==> config.mk <==
export PLATFORM = sky130hd
export DESIGN_NAME = fofb_readout_sequencer
export DESIGN_NICKNAME = d
export VERILOG_FILES = /design/src/rtl/fofb_readout_sequencer.sv
export SDC_FILE = /design/constraint.sdc
export NUM_CORES = 1
export LEC_CHECK = 0
export ABC_AREA = 0
export BUFFER_PORTS_ARGS = -buffer_cell sky130_fd_sc_hd__buf_2
export CAP_MARGIN = 20
export CORE_UTILIZATION = 45
export CTS_CLUSTER_DIAMETER = 120
export CTS_CLUSTER_SIZE = 8
export DETAILED_ROUTE_END_ITERATION = 16
export MAX_ROUTING_LAYER = met4
export PLACE_DENSITY = 0.63
export SKIP_CTS_REPAIR_TIMING = 1
export SYNTH_ARGS = -nofsm -noshare
export SYNTH_HDL_FRONTEND = slang
export SYNTH_SLANG_ARGS = --single-unit
==> constraint.sdc <==
create_clock -name sysClk -period 2.5 [get_ports sysClk]
set_input_delay 0.25 -clock sysClk [delete_from_list [all_inputs] [get_ports sysClk]]
set_output_delay 0.25 -clock sysClk [all_outputs]
set_load 0.02 [all_outputs]
==> src/rtl/fofb_readout_sequencer.sv <==
// ==================================================================
// fofb_readout_sequencer: per-FA-cycle FOFB DSP readout sweep sequencer
// Revision 1.0
// ==================================================================
`default_nettype none

module fofb_readout_sequencer #(
  parameter int FOFB_INDEX_WIDTH = 9
) (
  input  logic                        sysClk,
  input  logic                        sysReset,
  input  logic                        FAstrobe,
  input  logic                        readoutValid,
  input  logic                        readTimeout,
  input  logic                        enable,
  input  logic [FOFB_INDEX_WIDTH:0]   bpmCount,
  input  logic                        dspReady,
  output logic [FOFB_INDEX_WIDTH-1:0] fofbDSPreadoutAddress,
  output logic                        dspStrobe,
  output logic                        dspFirst,
  output logic                        dspLast,
  output logic                        dspStale,
  output logic                        sweepActive,
  output logic                        sweepDone,
  output logic [31:0]                 status
);

  localparam logic [FOFB_INDEX_WIDTH:0] c_max_count = {1'b1, {FOFB_INDEX_WIDTH{1'b0}}};

  typedef enum logic [1:0] {
    S_IDLE  = 2'd0,
    S_ARMED = 2'd1,
    S_SWEEP = 2'd2,
    S_FLUSH = 2'd3
  } state_t;

  state_t                        r_state;
  state_t                        w_next;
  logic [FOFB_INDEX_WIDTH:0]     r_count;
  logic [FOFB_INDEX_WIDTH:0]     w_clamped;
  logic [15:0]                   r_cycles;
  logic [15:0]                   r_last_cycles;
  logic [7:0]                    r_overruns;
  logic [7:0]                    r_sweeps;
  logic                          w_overrun;
  logic                          w_start;
  logic                          w_empty;
  logic                          w_accept;
  logic                          w_final;
  logic                          w_done;
  logic                          w_next_active;

  assign w_clamped = (bpmCount > c_max_count) ? c_max_count : bpmCount;
  assign w_empty   = (r_count == '0);
  assign w_overrun = FAstrobe && (r_state != S_IDLE);
  assign w_start   = (r_state == S_ARMED) && enable && !FAstrobe
                     && (readoutValid || readTimeout);
  assign w_accept  = (r_state == S_SWEEP) && enable && !FAstrobe && !w_empty && dspReady;
  assign w_final   = w_accept && ({1'b0, fofbDSPreadoutAddress} == (r_count - 1'b1));
  assign w_done    = (r_state == S_FLUSH) && enable && !FAstrobe;
  assign w_next_active = (w_next == S_SWEEP) || (w_next == S_FLUSH);

  always_ff @(posedge sysClk) begin
    if (sysReset) begin
      r_state <= S_IDLE;
    end else begin
      r_state <= w_next;
    end
  end

  // Overrun beats normal progress; a dropped enable beats everything.
  always_comb begin
    w_next = r_state;
    case (r_state)
      S_IDLE:  if (FAstrobe && enable) w_next = S_ARMED;
      S_ARMED: if (w_start) w_next = S_SWEEP;
      S_SWEEP: if (w_empty || w_final) w_next = S_FLUSH;
      S_FLUSH: w_next = S_IDLE;
      default: w_next = S_IDLE;
    endcase
    if (w_overrun) w_next = S_ARMED;
    if (!enable)   w_next = S_IDLE;
  end

  // Incrementing past N-1 naturally lands on the flush address N mod 2^W.
  always_ff @(posedge sysClk) begin
    if (sysReset) begin
      fofbDSPreadoutAddress <= '0;
      r_count               <= '0;
    end else if (w_start) begin
      fofbDSPreadoutAddress <= '0;
      r_count               <= w_clamped;
    end else if (w_accept) begin
      fofbDSPreadoutAddress <= fofbDSPreadoutAddress + 1'b1;
    end
  end

  always_ff @(posedge sysClk) begin
    if (sysReset) begin
      dspStrobe   <= 1'b0;
      dspFirst    <= 1'b0;
      dspLast     <= 1'b0;
      dspStale    <= 1'b0;
      sweepActive <= 1'b0;
      sweepDone   <= 1'b0;
    end else begin
      dspStrobe   <= w_accept;
      dspFirst    <= w_accept && (fofbDSPreadoutAddress == '0);
      dspLast     <= w_final;
      sweepActive <= w_next_active;
      sweepDone   <= w_done;
      if (w_start) begin
        dspStale <= !readoutValid;
      end else if (!w_next_active) begin
        dspStale <= 1'b0;
      end
    end
  end

  always_ff @(posedge sysClk) begin
    if (sysReset) begin
      r_cycles      <= '0;
      r_last_cycles <= '0;
      r_overruns    <= '0;
      r_sweeps      <= '0;
    end else begin
      if (w_start) begin
        r_cycles <= 16'd1;
      end else if (((r_state == S_SWEEP) || (r_state == S_FLUSH)) && (r_cycles != 16'hFFFF)) begin
        r_cycles <= r_cycles + 16'd1;
      end
      if (w_done) begin
        r_last_cycles <= r_cycles;
        r_sweeps      <= r_sweeps + 8'd1;
      end
      if (w_overrun && (r_overruns != 8'hFF)) begin
        r_overruns <= r_overruns + 8'd1;
      end
    end
  end

  assign status = {r_overruns, r_last_cycles, r_sweeps};

endmodule

`default_nettype wire

; Yosys cells after proc, flatten, opt, wreduce, memory -nomap -nowiden
; Cells that the tools add are included.
[classes]
addsub = 5
mul = 0
div = 0
order_cmp = 1
n_eq_ne = 9
shift = 0
muxes = 11
bitwise_logic = 0
reduce_logical = 28
[op_table]
columns = cell, n
row1 = "16-bit by 1-bit adder with 16-bit output, second input constant", 1
row2 = "8-bit by 1-bit adder with 8-bit output, second input constant", 2
row3 = "16-bit inequality test, second input constant", 1
row4 = 1-bit logical AND, 15
row5 = 9-bit by 10-bit equality test with 1-bit output, 1
row6 = "10-bit > comparator, second input constant", 1
row7 = 10-bit zero test, 1
row8 = 10-bit two-way mux, 1
row9 = 2-bit two-way mux, 5
row10 = "10-bit by 1-bit subtractor with 10-bit output, second input constant", 1
row11 = "9-bit by 1-bit adder with 9-bit output, second input constant", 1
row12 = 9-bit zero test, 1
row13 = "2-bit equality test, second input constant", 4
row14 = "8-bit inequality test, second input constant", 1
row15 = 2-bit one-hot mux with 4 select lines, 1
row16 = 1-bit logical OR, 4
row17 = 1-bit two-way mux, 4
row18 = 2-bit nonzero test, 2
row19 = 1-bit zero test, 3
row20 = "2-bit by 1-bit equality test with 1-bit output, second input constant", 1
row21 = 2-bit zero test, 1
row22 = "2-bit inequality test, second input constant", 1
row23 = 2-bit OR reduction, 1
[totals]
reg_bits = 75
latch_bits = 0
ram_bits = 0
mem_bits_ro = 0
in_bits = 17
word_cells = 68
mem_count = 0

; Longest topological paths before layout
; Gate-level depths: netlist of run 1.
[logic_depth]
word_depth = 15
mapped_depth = 8
mapped_depth_nobuf = 8

; Worst setup path after synthesis of run 1
; Ideal clock, no wire load.
[synth_path]
path_kind = register -> register
from = register r_count[0]
to = register r_state[0]
setup_time_ns = 0.103
arrival_time_ns = 1.852
path_slack_ns = 0.545
stages_incl_launch_ff = 9
path_cell_list = dfxtp_1 > inv_1 > ha_1 > and2_1 > o21ai_0 > a21boi_0 > a2111oi_2 > a31oi_1 > a2111oi_2
[synth_via]
elab_chain_cells = 10
elab_cells_between_ends = 12
cone_classes = add/sub (1) / eq/ne (1) / mux (4) / reduce/logical (6)
[synth_rtl]
columns = element, line_no
row1 = start: declaration, 39  ; logic [FOFB_INDEX_WIDTH:0] r_count;
row2 = start signal: assignment, 92  ; r_count <= w_clamped;
row3 = branches (longest 5 deep; another with 10-bit by 1-bit subtractor with 10-bit output), -
row4 = 1-bit logical OR *, 77  ; S_SWEEP: if (w_empty || w_final) w_next = S_FLUSH;
row5 = 2-bit two-way mux *, 77
row6 = 2-bit one-hot mux with 4 select lines *, 74  ; case (r_state)
row7 = 2-bit two-way mux *, 81  ; if (w_overrun) w_next = S_ARMED;
row8 = 2-bit two-way mux *, 82  ; if (!enable) w_next = S_IDLE;
row9 = end signal: assignment, 67  ; r_state <= w_next;
row10 = end: declaration, 37  ; state_t r_state;
; Mark *: on every way between the ends.
; A chain may end at the register's enable or synchronous reset.

; Worst setup path in the final report of run 1
; Ends and elaborated chain as after synthesis.

==> results.json, run 1 <==
{
  "p_total_mw": 2.418,
  "async_flop_share_pct": 0,
  "initial_core_util_pct": 46.33,
  "syn_area_um2": 3361,
  "ir_drop_mv": 0.3383,
  "die_x_um": 88.42,
  "place.gp.congestion": 0.8257,
  "synth_seq_area_share_pct": 44.68,
  "rsz0062_at_grt": "false",
  "viasPerCell": 5.212,
  "fin_setup_tns_ps": 0,
  "rows": 31,
  "min_path_type": "in2reg",
  "status": "completed",
  "area_growth_pct": 19.92,
  "grt.overflow.total": 0,
  "cp-start-kind": "flip-flop",
  "synth-seq-cells": 75,
  "ys.flop_type": "dfxtp_1",
  "clkTransAtPathRegs_ps": 90,
  "slew_headroom_pct": 59.11,
  "fin_skew_ps": 10.04,
  "drt-initial-drc-count": 124,
  "grt_pass1_vias": 2724,
  "grt_pass1_wl_um": 12400,
  "wl_per_cell_um": 13.87,
  "synthesis.nets": 414,
  "nets": 480,
  "crit_path_top_delay_cell": "dfxtp_1",
  "grt.busiest_layer": "met2",
  "layout_commonest_cell": "dfxtp_1",
  "crit_arrival_ps": 2480,
  "syn-instance-count": 391,
  "dieArea_um2": 7818,
  "setup_viol": 0,
  "finalHoldViolCount": 0,
  "cts_inserted_buffers": 9,
  "syn_avg_cell_area_um2": 8.595,
  "min_period_ps": 2234,
  "final_cell_mix": "dfxtp_1 (75), buf_2 (63), nand2_1 (52), nor2_1 (52), a21oi_1 (30)",
  "design_area_um2": 4030,
  "worstMarginPinSlew_ps": 605.5,
  "met2_usage_pct": 36.64,
  "via_count": 2924,
  "io_pins": 64,
  "slew_viol_final": 0,
  "synth_edf_count": 0,
  "die_h_um": 88.42,
  "io_buffers": 63,
  "fmax_ghz": 0.4477,
  "worst_path_largest_cell_delay_ps": 390,
  "cap_violations": 0,
  "antenna_found_initial": 0,
  "cp_cell_sequence": "inv_1, ha_1, and2_1, o21ai_0, a21boi_0, a2111oi_2, a31oi_1, a2111oi_2",
  "clk_latency_ps": 360,
  "fillers": 712,
  "clock_sinks": 75,
  "cp_top_family": "compound AO/OA/AOI/OAI gates",
  "htree_num_levels": 3,
  "cp-end-kind": "flip-flop",
  "routed_wl_um": 7783,
  "critical_path_class": "reg2reg",
  "whs_ps": 97.57,
  "cts_root_buf": "clkbuf_8",
  "powerDensity_nw_per_um2": 600.0,
  "hpwl_um": 5510,
  "coreArea_um2": 7253,
  "path_max_fanout": 6,
  "drt_first_pass_iters": 4,
  "finalCritPeriodShare_pct": 89.35,
  "cp_num_buf_inv": 1,
  "cpMostUsedCell": "a2111oi_2",
  "ys_types": 48,
  "drc": 0,
  "grtUsageMet1_pct": 24.75,
  "cts_buffer_depth": 2,
  "place_area_um2": 3782,
  "drive_gt1_share_pct": 20.56,
  "diodes": 0,
  "drtAntennaViolNets": 0,
  "worstPathRequired_ps": 2750,
  "grt_max_degree": 28,
  "yosys_warnings": 0,
  "grt_use_met3_pct": 5.597,
  "grtUsageTotal_pct": 21.78,
  "tritoncts": "yes",
  "leakage_nw": 1.661
}
==> sequential cells by signal, indices dropped and copies added, names as in the netlist <==
register and flops:
sweepDone 1, r_count 10, r_overruns 8, r_cycles 16
fofbDSPreadoutAddress 9, sweepActive 1, dspStrobe 1, r_last_cycles 16
dspStale 1, dspLast 1, r_state 2, r_sweeps 8
dspFirst 1
==> cell families (layout without fill, tap and decap cells) <==
family | count (synthesis) | after routing | share of synthesized area (%)
AO/OA/AOI/OAI | 62 | 62 | 12.36
buffers and inverters | 22 | 93 | 2.755
AND/OR/NAND/NOR | 180 | 180 | 25.61
multiplexers | 4 | 4 | 1.191
adder cells (fa/ha/maj) | 6 | 6 | 2.234
XOR/XNOR | 42 | 42 | 11.17
flip-flops | 75 | 75 | 44.68
==> report_power, final <==
part	internal [mW]	total, mW	switching [mW]	leakage, nW
Combinational	0.0257	0.0708	0.0451	0.937
Sequential	1.20	1.20	0.00424	0.604
Clock	0.671	1.15	0.476	0.120
==> per-layer routing <==
layer / share of wire [%] / up-vias / wire length (um)
li1: - / 1485 / -
met1: 44 / 1363 / 3460
met2: 50 / 59 / 3857
met3: 3.8 / 17 / 296
met4: 2.2 / 0 / 168
met5: 0 / - / 0
==> Yosys cell counts (all sizes together) (6+ instances only) <==
cell type | n | area share, %
xnor2 | 18 | 4.7
xor2 | 24 | 6.5
o21ai | 8 | 1.2
nand4 | 14 | 2.6
nor3 | 9 | 1.3
a21oi | 30 | 4.5
nand3 | 20 | 3.0
clkbuf | 9 | 1.0
inv | 8 | 0.89
nand2 | 52 | 5.8
dfxtp | 75 | 45
nor2 | 52 | 5.8
ha | 6 | 2.2
==> worst paths after layout <==
kind | start | endpoint | slack, ps | cells after the start
worst min-delay path | readoutValid | dspStale | 100 | 2
worst max-delay path | r_count[0] | r_state[0] | 270 | 8
worst max register to register | r_count[0] | r_state[0] | 270 | 8
worst min register to register | r_last_cycles[0] | r_last_cycles[0] | 450 | 2
==> stage by stage <==
step | std cells | setup slack, ps | utilization, %
floorplan | 391 | 544.8 | -
global placement | 545 | 452.0 | 52.15
detailed placement | 545 | 302.6 | 52.15
CTS | 561 | 288.6 | 55.56
global route | 561 | 147.1 | 55.56
finish | 561 | 266.2 | 55.56
==> final cells by class <==
class                           instances  area [um2]  area share, %
Clock buffer                            9       123.9          3.074
Clock inverter                          7       123.9          3.074
Inverter                                8       30.03         0.7451
Multi-Input combinational cell        294        1767          43.84
Sequential cell                        75        1501          37.26
Tap cell                               99       123.9          3.074
Timing Repair Buffer                   69       360.3          8.941
No activity file was read; power rests on OpenSTA's default activity.
==> inputs of run 2 (changes only) <==
--- a/config.mk
+++ b/config.mk
@@ -6,7 +6,7 @@
 export NUM_CORES = 1
 export LEC_CHECK = 0
 export ABC_AREA = 0
-export BUFFER_PORTS_ARGS = -buffer_cell sky130_fd_sc_hd__buf_2
+export BUFFER_PORTS_ARGS = -buffer_cell sky130_fd_sc_hd__clkbuf_2
 export CAP_MARGIN = 20
 export CORE_UTILIZATION = 45
 export CTS_CLUSTER_DIAMETER = 120
==> run 2 against run 1 <==
Clock skew fell by 3.3 ps. Sequential share of layout area rose by 0.58 points. Worst setup slack improved by 85 ps. Non-clock buffer count fell by 1. Critical path depth did not move. Final area fell by 1.5%. Core utilization fell by 0.85 points. Global-route usage fell by 0.54 points. Register-to-register slack improved by 90 ps. Die area did not move.
==> results.json, run 2 (synthesized netlist as in run 1, its figures left out) <==
{
  "status": "completed",
  "clock_sinks": 75,
  "drtAntennaViolNets": 0,
  "viasPerCell": 5.270,
  "cap_violations": 0,
  "slew_viol_final": 0,
  "slew_headroom_pct": 60.52,
  "final_cell_mix": "dfxtp_1 (75), clkbuf_2 (63), nand2_1 (52), nor2_1 (52), a21oi_1 (30)",
  "rows": 31,
  "leakage_nw": 1.584,
  "cp_cell_sequence": "inv_1, ha_1, and2_1, o21ai_0, a21boi_0, a2111oi_2, a31oi_1, a2111oi_2",
  "setup_viol": 0,
  "diodes": 0,
  "swShare_pct": 22.93,
  "antenna_found_initial": 0,
  "cpMostUsedCell": "a2111oi_2",
  "clockPowerShare_pct": 41.8,
  "crit_arrival_ps": 2400,
  "hpwl_um": 5509,
  "die_h_um": 88.42,
  "finalHoldViolCount": 0,
  "sequentialPowerShare_pct": 55.0,
  "drt_first_pass_iters": 4,
  "critical_path_class": "reg2reg",
  "wl_per_cell_um": 13.75,
  "grtUsageTotal_pct": 21.24,
  "io_buffers": 63,
  "finalCritPeriodShare_pct": 85.93,
  "grt_max_degree": 28,
  "comb_power_share_pct": 3.2,
  "drc": 0,
  "fin_skew_ps": 6.719,
  "layout_commonest_cell": "dfxtp_1",
  "min_path_type": "in2reg",
  "met2_usage_pct": 33.71,
  "ir_drop_mv": 0.3682,
  "grt.busiest_layer": "met2",
  "fillers": 704,
  "fmax_ghz": 0.4655,
  "whs_ps": 103.7,
  "drive_gt1_share_pct": 20.17,
  "worst_path_largest_cell_delay_ps": 380,
  "grtUsageMet1_pct": 26.13,
  "tritoncts": "yes",
  "grt.overflow.total": 0,
  "top_regs": "r_cycles: 16 flops, r_last_cycles: 16 flops, r_count: 10 flops",
  "drt-initial-drc-count": 134,
  "nets": 479,
  "crit_path_top_delay_cell": "dfxtp_1",
  "cp-end-kind": "flip-flop",
  "cts_inserted_buffers": 9,
  "dieArea_um2": 7818,
  "grt_pass1_wl_um": 12390,
  "grt_use_met3_pct": 6.250,
  "coreArea_um2": 7253,
  "clk_latency_ps": 350,
  "p_total_mw": 2.183,
  "clkTransAtPathRegs_ps": 80,
  "powerDensity_nw_per_um2": 550.1,
  "cts_buffer_depth": 2,
  "switching_power_mw": 0.5006,
  "cts_root_buf": "clkbuf_8",
  "p_int_mw": 1.683,
  "initial_core_util_pct": 46.33,
  "cp-start-kind": "flip-flop",
  "io_pins": 64,
  "fin_setup_tns_ps": 0,
  "worstMarginPinSlew_ps": 577.2,
  "htree_num_levels": 3,
  "fin_cells": 560,
  "min_period_ps": 2148,
  "grt_pass1_vias": 2634,
  "place.gp.congestion": 0.8074,
  "worstPathRequired_ps": 2750,
  "via_count": 2951,
  "die_x_um": 88.42,
  "area_growth_pct": 18.09,
  "dp.cells": 544,
  "rsz0062_at_grt": "false",
  "path_max_fanout": 6,
  "routed_wl_um": 7698
}
## run 2: worst paths after layout
path | startpoint | end | slack, ps | depth (start not counted)
min reg2reg | r_last_cycles[12] | r_last_cycles[12] | 460 | 2
min | readoutValid | dspStale | 100 | 2
max reg2reg | r_count[0] | r_state[0] | 350 | 8
max | r_count[0] | r_state[0] | 350 | 8
## run 2: area by class of cell
class	instances	area [um2]	share of cell area (%)
inverters	8	30.03	0.7566
flip-flops and latches	75	1501	37.83
clock buffers	10	127.6	3.216
repair buffers	68	352.8	8.890
well taps	99	123.9	3.121
multi-input cells	294	1767	44.51
clock inverters	6	66.31	1.671
## run 2: through the flow
step                util [%]  instance area, um2  setup WS (ps)
global placement       52.04                3775          455.7
finish                 54.72                3969          351.7
detailed placement     52.04                3775          366.6
CTS                    54.72                3969          351.8
global route           54.72                3969          213.3
floorplan                  -                3361          544.8
## run 2: power by group through the flow
stage	clock network, mW	logic [mW]	registers [mW]
2_1_floorplan	0	0.0428	1.23
3_3_place_gp	0	0.0698	1.23
3_5_place_dp	0	0.0710	1.23
4_1_cts	0.944	0.0712	1.20
5_1_grt	1.01	0.0781	1.20
6_report	0.912	0.0703	1.20
## run 2: layer usage
layer	vias up	wire length, um
met2	58	3795
met3	7	287
met1	1402	3556
li1	1484	-
met5	-	0
met4	0	57
## run 2: critical path, delay by kind of cell, from the launching register on
family,cells,cell delay [ps]
simple gates,1,210
fa+ha+maj,1,270
buf+inv,1,70
compound gates,5,1100
flops,1,380
==> inputs of run 3 (changes only) <==
--- a/config.mk
+++ b/config.mk
@@ -6,14 +6,15 @@
 export NUM_CORES = 1
 export LEC_CHECK = 0
 export ABC_AREA = 0
-export BUFFER_PORTS_ARGS = -buffer_cell sky130_fd_sc_hd__clkbuf_2
 export CAP_MARGIN = 20
 export CORE_UTILIZATION = 45
-export CTS_CLUSTER_DIAMETER = 120
+export CTS_CLUSTER_DIAMETER = 150
 export CTS_CLUSTER_SIZE = 8
 export DETAILED_ROUTE_END_ITERATION = 16
+export DONT_BUFFER_PORTS = 1
+export GPL_TIMING_DRIVEN = 0
 export MAX_ROUTING_LAYER = met4
-export PLACE_DENSITY = 0.63
+export PLACE_DENSITY = 0.56
 export SKIP_CTS_REPAIR_TIMING = 1
 export SYNTH_ARGS = -nofsm -noshare
 export SYNTH_HDL_FRONTEND = slang
==> run 3 against run 2 <==
Via count is 8.0% lower. Combinational power is 16% lower. Sequential power hardly changed. Die area stayed put. Worst hold slack worse by 85 ps. Clock power is 9.3% higher. Power is 3.4% higher. Flip-flop and latch count stayed put. First-iteration DRC count is 16% lower.
==> results.json, run 3 (synthesized netlist as in run 1, its figures left out) <==
{
  "hpwl_um": 5440,
  "powerDensity_nw_per_um2": 609.9,
  "fmax_ghz": 0.4479,
  "clock_sinks": 75,
  "area_growth_pct": 10.13,
  "cp_num_buf_inv": 1,
  "drt_first_pass_iters": 4,
  "tritoncts": "yes",
  "antenna_found_initial": 0,
  "initial_core_util_pct": 46.33,
  "rsz0062_at_grt": "false",
  "slew_headroom_pct": 48.48,
  "nets": 426,
  "drtAntennaViolNets": 0,
  "drc": 0,
  "grt_pass1_vias": 2544,
  "place.gp.congestion": 0.7955,
  "cp_top_family": "compound AO/OA/AOI/OAI gates",
  "cts_inserted_buffers": 9,
  "slew_viol_final": 0,
  "routed_wl_um": 7541,
  "cap_violations": 0,
  "worstPathRequired_ps": 2740,
  "crit_arrival_ps": 2480,
  "final_cell_mix": "dfxtp_1 (75), nand2_1 (52), nor2_1 (52)",
  "fin_setup_tns_ps": 0,
  "fillers": 734,
  "dieArea_um2": 7818,
  "diodes": 0,
  "cp-start-kind": "flip-flop",
  "io_buffers": 0,
  "wl_per_cell_um": 14.90,
  "cp_cell_sequence": "inv_1, ha_1, and2_1, o21ai_0, a21boi_0, a2111oi_2, a31oi_1, a2111oi_2",
  "ir_drop_mv": 0.2419,
  "cpMostUsedCell": "a2111oi_2",
  "worstMarginPinSlew_ps": 765.8,
  "coreArea_um2": 7253,
  "die_h_um": 88.42,
  "grtUsageTotal_pct": 20.68,
  "rows": 31,
  "min_path_type": "in2reg",
  "fin_skew_ps": 7.448,
  "top_regs": "r_cycles: 16 flops, r_last_cycles: 16 flops, r_count: 10 flops",
  "cp-end-kind": "flip-flop",
  "finalCritPeriodShare_pct": 89.30,
  "clkTransAtPathRegs_ps": 70,
  "cts_buffer_depth": 2,
  "leakage_nw": 1.323,
  "post-route-util_pct": 51.03,
  "drt-initial-drc-count": 112,
  "grt_pass1_wl_um": 11870,
  "drive_gt1_share_pct": 6.634,
  "grt_max_degree": 13,
  "finalHoldViolCount": 0,
  "setup_viol": 0,
  "status": "completed",
  "grt.overflow.total": 0,
  "htree_num_levels": 3,
  "die_x_um": 88.42,
  "min_period_ps": 2232,
  "viasPerCell": 5.366,
  "path_max_fanout": 6,
  "clk_latency_ps": 350,
  "via_count": 2715,
  "critical_path_class": "reg2reg",
  "io_pins": 64,
  "p_total_mw": 2.257,
  "crit_path_top_delay_cell": "dfxtp_1",
  "layout_commonest_cell": "dfxtp_1",
  "cts_root_buf": "clkbuf_8",
  "worst_path_largest_cell_delay_ps": 400
}
[run 3: changes by cell type in the layout (fill, tap and decap cells not counted), sizes merged]
cell,delta
clkinvlp,-3
dlygate4sd3,+1
bufinv,+1
clkbuf,-54
clkinv,+1
[run 3: power by group]
group          total (mW)  internal [mW]  switching, mW
combinational      0.0588         0.0192         0.0396
sequential           1.20           1.20        0.00527
clock               0.997          0.555          0.441
[run 3: per-stage QoR]
stage          hold slack, ps  cells  cell area (um2)  setup slack [ps]
2_1_floorplan           341.5    391             3361             544.8
3_3_place_gp            360.5    490             3485             314.5
3_5_place_dp            365.6    490             3485             297.0
4_1_cts                -17.96    505             3691             254.8
5_1_grt                 11.99    506             3701             61.19
6_report                18.58    506             3701             267.6
[run 3: cell type report]
cell class	instances	area, um2	area share (%)
repair buffers	1	10.01	0.2705
inverters	8	30.03	0.8114
well taps	99	123.9	3.347
flip-flops and latches	75	1501	40.57
clock buffers	10	127.6	3.448
multi-input cells	294	1767	47.73
plain buffers	14	62.56	1.690
clock inverters	5	78.83	2.130
[run 3: worst paths after layout]
kind	start	end	slack (ps)	cells after the start
worst max-delay path	r_count[0]	r_state[0]	270	8
worst min-delay path	bpmCount[0]	r_count[0]	20	2
worst max register to register	r_count[0]	r_state[0]	270	8
worst min register to register	r_cycles[6]	r_last_cycles[6]	480	2
[run 3: routing by layer]
layer / track usage [%] / vias to the layer above / wire, um
met2: 33.36 / 70 / 3519
met5: - / - / 0
li1: - / 1380 / -
met1: 25.09 / 1255 / 3553
met4: 9.677 / 0 / 112
met3: 3.638 / 10 / 355
